<file path="src/rtl/sha256_pkg.sv">
// Shared SHA-256 definitions: padder state encoding, block geometry and the initial hash values.
package sha256_pkg;

    typedef enum logic [2:0] {
        INIT  = 3'd0,
        FILL  = 3'd1,
        PAD   = 3'd2,
        LEN   = 3'd3,
        ISSUE = 3'd4,
        WAIT  = 3'd5,
        FIN   = 3'd6
    } padder_state_t;

    localparam int         BLOCK_WORDS  = 16;
    localparam int         LEN_WORD_IDX = 14;
    localparam logic [7:0] PAD_MARKER   = 8'h80;

    localparam logic [31:0] SHA256_H0 = 32'h6a09e667;
    localparam logic [31:0] SHA256_H1 = 32'hbb67ae85;
    localparam logic [31:0] SHA256_H2 = 32'h3c6ef372;
    localparam logic [31:0] SHA256_H3 = 32'ha54ff53a;
    localparam logic [31:0] SHA256_H4 = 32'h510e527f;
    localparam logic [31:0] SHA256_H5 = 32'h9b05688c;
    localparam logic [31:0] SHA256_H6 = 32'h1f83d9ab;
    localparam logic [31:0] SHA256_H7 = 32'h5be0cd19;

endpackage

</file>
<file path="src/rtl/sha256_padder.sv">
// SHA-256 message front end: packs 32-bit words into 512-bit blocks, appends the marker,
// zero fill and bit length, and sequences the compression core block by block.
module sha256_padder
    import sha256_pkg::*;
#(
    parameter int LEN_W = 64
) (
    input  logic         clk,
    input  logic         reset,
    input  logic         in_valid,
    output logic         in_ready,
    input  logic [31:0]  in_data,
    input  logic         in_last,
    input  logic [1:0]   in_bytes,
    output logic [511:0] blk_data,
    output logic         core_start,
    input  logic         core_done,
    output logic         core_init,
    output logic         msg_done,
    output logic         busy
);

    localparam logic [4:0] IDX_FULL = 5'(BLOCK_WORDS);
    localparam logic [4:0] IDX_LEN  = 5'(LEN_WORD_IDX);

    padder_state_t state;
    padder_state_t post_state;
    logic [31:0]   blk_words [BLOCK_WORDS];
    logic [4:0]    idx;
    logic [LEN_W-1:0] bit_cnt;
    logic          new_msg;
    logic          marker_pending;
    logic          need_len_block;
    logic          final_blk;

    logic [2:0]    k_bytes;
    logic [5:0]    cnt_add;
    logic [31:0]   fill_word;
    logic [31:0]   pad_word;
    logic [LEN_W-1:0] cnt_base;
    logic [LEN_W-1:0] fill_cnt;
    logic [4:0]    idx_inc;
    logic          fill_marker;
    logic          fill_need_len;
    padder_state_t fill_next;
    logic [63:0]   len64;

    always_comb begin
        blk_data = '0;
        for (int i = 0; i < BLOCK_WORDS; i++) begin
            blk_data[32*i +: 32] = blk_words[i];
        end
    end

    // Next-step decode for a word accepted in FILL; shared by the first word and the rest.
    always_comb begin
        k_bytes = (in_bytes == 2'd0) ? 3'd4 : {1'b0, in_bytes};
        fill_word = in_data;
        if (in_last) begin
            case (in_bytes)
                2'd1:    fill_word = {in_data[31:24], PAD_MARKER, 16'h0000};
                2'd2:    fill_word = {in_data[31:16], PAD_MARKER, 8'h00};
                2'd3:    fill_word = {in_data[31:8], PAD_MARKER};
                default: fill_word = in_data;
            endcase
        end
        cnt_add       = in_last ? {k_bytes, 3'b000} : 6'd32;
        cnt_base      = new_msg ? '0 : bit_cnt;
        fill_cnt      = cnt_base + LEN_W'(cnt_add);
        idx_inc       = idx + 5'd1;
        fill_marker   = in_last && (in_bytes == 2'd0);
        fill_need_len = 1'b0;
        fill_next     = FILL;
        if (in_last) begin
            if (idx_inc == IDX_FULL) begin
                fill_next     = ISSUE;
                fill_need_len = 1'b1;
            end else if (idx_inc == IDX_LEN && !fill_marker) begin
                fill_next = LEN;
            end else begin
                fill_next = PAD;
            end
        end else if (idx_inc == IDX_FULL) begin
            fill_next = ISSUE;
        end
        pad_word = marker_pending ? {PAD_MARKER, 24'h000000} : 32'h0;
        len64    = 64'(bit_cnt);
    end

    always_ff @(posedge clk or posedge reset) begin
        if (reset) begin
            state          <= FILL;
            post_state     <= FILL;
            new_msg        <= 1'b1;
            idx            <= '0;
            bit_cnt        <= '0;
            marker_pending <= 1'b0;
            need_len_block <= 1'b0;
            final_blk      <= 1'b0;
            in_ready       <= 1'b0;
            core_start     <= 1'b0;
            core_init      <= 1'b0;
            msg_done       <= 1'b0;
            busy           <= 1'b0;
            for (int i = 0; i < BLOCK_WORDS; i++) begin
                blk_words[i] <= '0;
            end
        end else begin
            case (state)
                INIT: begin
                    core_init  <= 1'b0;
                    state      <= post_state;
                    in_ready   <= (post_state == FILL);
                    core_start <= (post_state == ISSUE);
                end
                FILL: begin
                    in_ready <= 1'b1;
                    if (in_valid && in_ready) begin
                        blk_words[idx[3:0]] <= fill_word;
                        idx            <= idx_inc;
                        bit_cnt        <= fill_cnt;
                        marker_pending <= fill_marker;
                        need_len_block <= fill_need_len;
                        // First word of a message: core reload happens before anything else moves.
                        if (new_msg) begin
                            new_msg    <= 1'b0;
                            busy       <= 1'b1;
                            core_init  <= 1'b1;
                            post_state <= fill_next;
                            state      <= INIT;
                            in_ready   <= 1'b0;
                        end else begin
                            state      <= fill_next;
                            in_ready   <= (fill_next == FILL);
                            core_start <= (fill_next == ISSUE);
                        end
                    end
                end
                PAD: begin
                    if (idx == IDX_LEN && !marker_pending) begin
                        state <= LEN;
                    end else begin
                        blk_words[idx[3:0]] <= pad_word;
                        marker_pending <= 1'b0;
                        idx            <= idx_inc;
                        if (idx_inc == IDX_FULL) begin
                            state          <= ISSUE;
                            need_len_block <= 1'b1;
                            core_start     <= 1'b1;
                        end
                    end
                end
                LEN: begin
                    blk_words[LEN_WORD_IDX]     <= len64[63:32];
                    blk_words[LEN_WORD_IDX + 1] <= len64[31:0];
                    idx        <= IDX_FULL;
                    final_blk  <= 1'b1;
                    state      <= ISSUE;
                    core_start <= 1'b1;
                end
                ISSUE: begin
                    core_start <= 1'b0;
                    state      <= WAIT;
                end
                WAIT: begin
                    if (core_done) begin
                        for (int i = 0; i < BLOCK_WORDS; i++) begin
                            blk_words[i] <= '0;
                        end
                        idx <= '0;
                        if (final_blk) begin
                            final_blk <= 1'b0;
                            msg_done  <= 1'b1;
                            state     <= FIN;
                        end else if (need_len_block) begin
                            need_len_block <= 1'b0;
                            state          <= PAD;
                        end else begin
                            in_ready <= 1'b1;
                            state    <= FILL;
                        end
                    end
                end
                FIN: begin
                    msg_done <= 1'b0;
                    busy     <= 1'b0;
                    new_msg  <= 1'b1;
                    in_ready <= 1'b1;
                    state    <= FILL;
                end
                default: begin
                    state <= FILL;
                end
            endcase
        end
    end

endmodule
</file>
<file path="config.mk">
export PLATFORM = sky130hd
export DESIGN_NAME = sha256_padder
export DESIGN_NICKNAME = d
export VERILOG_FILES = /design/src/rtl/sha256_pkg.sv /design/src/rtl/sha256_padder.sv
export SDC_FILE = /design/constraint.sdc
export NUM_CORES = 1
export LEC_CHECK = 0
export BUFFER_PORTS_ARGS = -buffer_cell sky130_fd_sc_hd__buf_4
export CORE_ASPECT_RATIO = 2
export CORE_MARGIN = 2
export CORE_UTILIZATION = 45
export DETAILED_ROUTE_END_ITERATION = 7
export GPL_TIMING_DRIVEN = 1
export PLACE_DENSITY = 0.73
export SLEW_MARGIN = 40
export SYNTH_ARGS = -nofsm -noshare
export SYNTH_HDL_FRONTEND = slang
export SYNTH_SLANG_ARGS = --single-unit
</file>
<file path="constraint.sdc">
create_clock -name clk -period 18 [get_ports clk]
set_clock_uncertainty 0.15 [all_clocks]
set_input_delay 1.8 -clock clk [delete_from_list [all_inputs] [get_ports clk]]
set_output_delay 1.8 -clock clk [all_outputs]
set_load 0.05 [all_outputs]
</file>
# Word level (Yosys, flattened, before mapping)
# Cells that the tools add are included.
# W data, S select, Z words.
# word_totals
ff_bits	596
in_bits	39
# classes
magnitude_cmp	2
add_sub_neg	2
reduce_logical	32
eq_ne	26
bitwise_logic	1
mux	62
# ops
op	n
$mux W512	3
$pmux W448 S3	1
$bwmux W512	2
$pmux W64 S4	1
$demux W32 S4	1
$pmux W24 S3	1
$add A64 B6 Y64	1
$mux W32	2
$mux W64	1
$mux W3	10
$mux W24	1
$mux W1	23
$pmux W5 S4	1
$ne A2 B2 Y1 const B	9
$pmux W3 S6	1
$reduce_and A3 Y1	6
$eq A3 B3 Y1 const B	5
$mux W5	3
$pmux W1 S2	6
$reduce_and A4 Y1	3
$eq A5 B4 Y1 const B	2
$reduce_bool A2 Y1	5
$eq A3 B1 Y1 const B	3
$reduce_bool A4 Y1	2
23 further kinds	32

# Logic depth before layout (Yosys ltp)
# logic_depth
depth_word	11
ltp_mapped	12

# Worst setup path before layout
# No wires, ideal clock.
# synth_path
path_type	input to register
startpoint	in in_last
endpoint	reg bit_cnt[53]
arrival_time_ps	4190
setup_slack_ps	13580
path_stages	10
n_path_buf	1
required_time_ps	17770
setup_ps	80
cell_sequence	clkbuf_1 > and2_1 > ha_1 > inv_1 > fa_1 > nor2b_1 > o2111ai_1 > or4_4 > nor4_4 > xnor2_1
# synth_via
elab_chain_len	2
# synth_lines
item	line	source
start, declared	sha256_padder.sv:13	input logic in_last,
$mux W6	sha256_padder.sv:67	cnt_add = in_last ? {k_bytes, 3'b000} : 6'd32;
$add A64 B6 Y64	sha256_padder.sv:69	fill_cnt = cnt_base + LEN_W'(cnt_add);
end signal, assigned	sha256_padder.sv:121	bit_cnt <= fill_cnt;
end, declared	sha256_padder.sv:30	logic [LEN_W-1:0] bit_cnt;
# Every way passes these cells.
# A chain may end at the register's enable or synchronous reset.

==> out/results.ini <==
[die]
die_w_um = 169.6
core_area_um2 = 54350
start_util_pct = 45.38
dieArea_um2 = 56820
placementRows = 121
fp.dieH_um = 335.1
io-pin-count = 556

[clocking]
ctsResizeCount = 0
numCtsBuffers = 50
cts-htree-levels = 2
hold_buffers = 0
postCtsSetupBuffers = 0
cts_tree = built
clk_path_buf_depth = 3
clk_latency_ns = 0.59
clkSinkCount = 593
clk_pin_slew_worst_paths_ns = 0.07
cts-root-buf = clkbuf_16

[pwr]
vdd_drop_max_v = 0.0001248
p_leak_nw = 14.62
pwr-share-clk_pct = 23.6
swShare_pct = 45.39
switchingPower_mw = 2.372
combPwrFrac_pct = 42.0
p_seq_share_pct = 34.4
pwr_density_cell_nw_per_um2 = 165.8
intPower_mw = 2.853

[detailed_routing]
finalWirelength_um = 90340
ant_nets = 0
viasPerCell = 6.092
drc_errors = 0
wl_per_cell_um = 25.09
drt_iter0_drc = 2845
dr.pass1.iters = 6
route.vias.total = 21940

[timing]
setup_viol = 0
worstMarginPinSlew_ns = 0.8903
tns_ns = 0
relSlewSlack_pct = 40.59
maxSlewViolCount = 0
finalCritPeriodShare_pct = 28.44
period_needed_ns = 5.118
clock.fmax_mhz = 195.4
hold_ws_ns = 0.3362
rsz0062_at_grt = no
final-hold-violation-count = 0

[synth]
ys_ff_latch = 593
synthFlopType = dfrtp_1
syn_avg_cell_area_um2 = 10.04
syn_inst = 2457
syn_nets = 2506
async_flop_share_pct = 100.0
synth-seq-area-share_pct = 60.18
syn-cell-area_um2 = 24670
synth_edf_count = 0
yosysWarnings = 0
synth_cell_types = 70

[layout]
drive_above_1_share_pct = 25.38
seqCellArea_um2 = 14840
area_growth_pct = 27.78
final_common_cell = dfrtp_1
final_nets = 2931
mostFrequentLayoutCells = 590 x dfrtp_1, 586 x buf_4, 498 x o21ai_0
fillCellCount = 4605
multi_input_area_um2 = 9180

[placement]
finalWeightedCongestion = 0.9513
port-buffer-count = 555
place_hpwl_um = 64310

[hold_path]
hold_class = flop to flop
whs_path_depth = 2

[setup_path]
regToRegSetupSlack_ns = 13.45
crit_path_frequent_cell = buf_6
crit_family = buffers and inverters
critPathCaptureType = flop
critPathLaunchType = primary input
cp_data_arrival_time_ns = 5.47
r2r_start = state[0]
critical_path.cell_chain = buf_4 > nand3_4 > buf_4 > buf_6 > buf_6 > buf_6 > nand3_1 > o21ai_0
crit_type = primary input to flop
cp.required_ns = 18.35
cp_num_buf_inv = 5
max_stage_delay_ns = 0.72
slowest_stage = buf_4
cp_max_fo = 102
ff2ff_path_depth = 8

[job]
cap_violations = 0

[grt]
grt_use_total_pct = 31.03
grt_pass1_vias = 21160
grt_pass1_wl_um = 133100
overflow = 0
grt_max_degree = 107
antenna_found_initial = 1

[run_status]
outcome = completed

==> worst register-to-register path, stage by stage (launching register included) <==
cell     delay, ns
dfstp_2       0.53
nor2b_4       0.24
nand3_4       0.41
buf_4         0.74
buf_6         0.66
buf_6         0.69
buf_6         0.72
nand3_1       0.22
o21ai_0       0.12
==> metrics by stage <==
stage          instance area, µm²  worst slack (ns)  power (mW)  util (%)  std cells
6_report                    31520             12.88       5.225     57.99       3601
5_1_grt                     31510             12.66       5.419     57.98       3599
4_1_cts                     31490             12.80       5.227     57.93       3598
3_5_place_dp                29610             12.20       4.004     54.48       3505
3_3_place_gp                29370             11.49       3.933     54.04       3498
2_1_floorplan               24670             7.967       3.164         -       2457
==> area by class of cell <==
cell class                      instances  area share (%)
Clock buffer                           71           4.764
Clock inverter                         22           1.187
Tap cell                              676           2.684
Sequential cell                       593           47.09
Antenna cell                            2         0.01588
Multi-Input combinational cell       1613           29.13
Timing Repair Buffer                  603           14.87
Inverter                               21          0.2620
==> worst max path at each step <==
stage / from / end / slack, ns / cells after the start
after detailed placement: core_done / flop / 12.20 / 8
after CTS: core_done / flop / 12.80 / 8
after floorplan: reset / asynchronous set/reset pin / 7.97 / 1
final: core_done / flop / 12.88 / 8
after global routing: core_done / flop / 12.66 / 8
after global placement: reset / asynchronous set/reset pin / 11.49 / 6
==> layer usage <==
metal | track usage, % | part of all wire (%)
met1 | 35.88 | 35
met2 | 52.73 | 49
met3 | 4.809 | 7.3
met4 | 21.20 | 7.9
met5 | 0 | 0
==> cells in the mapped netlist (11+ instances only) <==
cell	number	area [µm²]
a21oi_1	23	115.1
a32oi_1	47	411.6
buf_1	43	161.4
buf_2	28	140.1
clkbuf_1	158	593.1
dfrtp_1	590	14760
inv_1	21	78.83
nand2_1	205	769.5
nand3_1	481	2407
nand4_1	17	106.4
nor2_1	42	157.7
nor2b_1	11	68.82
nor3_1	21	105.1
nor4_1	16	100.1
o21ai_0	502	2512
o21ai_1	37	185.2
xnor2_1	35	306.5
xor2_1	19	166.4
==> power groups by stage <==
stage / Clock [mW] / Combinational [mW] / Sequential [mW]
CTS: 1.24 / 2.19 / 1.79
global route: 1.29 / 2.30 / 1.82
global placement: 0 / 2.13 / 1.81
floorplan: 0 / 0.587 / 2.58
detailed placement: 0 / 2.19 / 1.82
finish: 1.23 / 2.19 / 1.80
==> cell families (layout without fill, tap and decap cells) <==
family | after synthesis | count (layout) | share of synthesized area, %
AO/OA/AOI/OAI | 685 | 685 | 15.81
XOR/XNOR | 54 | 54 | 1.917
multiplexers | 2 | 2 | 0.08116
AND/OR/NAND/NOR | 862 | 862 | 17.49
other | 0 | 2 | 0
buffers and inverters | 251 | 717 | 3.992
flip-flops | 593 | 593 | 60.18
adder cells (fa/ha/maj) | 10 | 10 | 0.5377
Power figures use the tool's default switching activity.
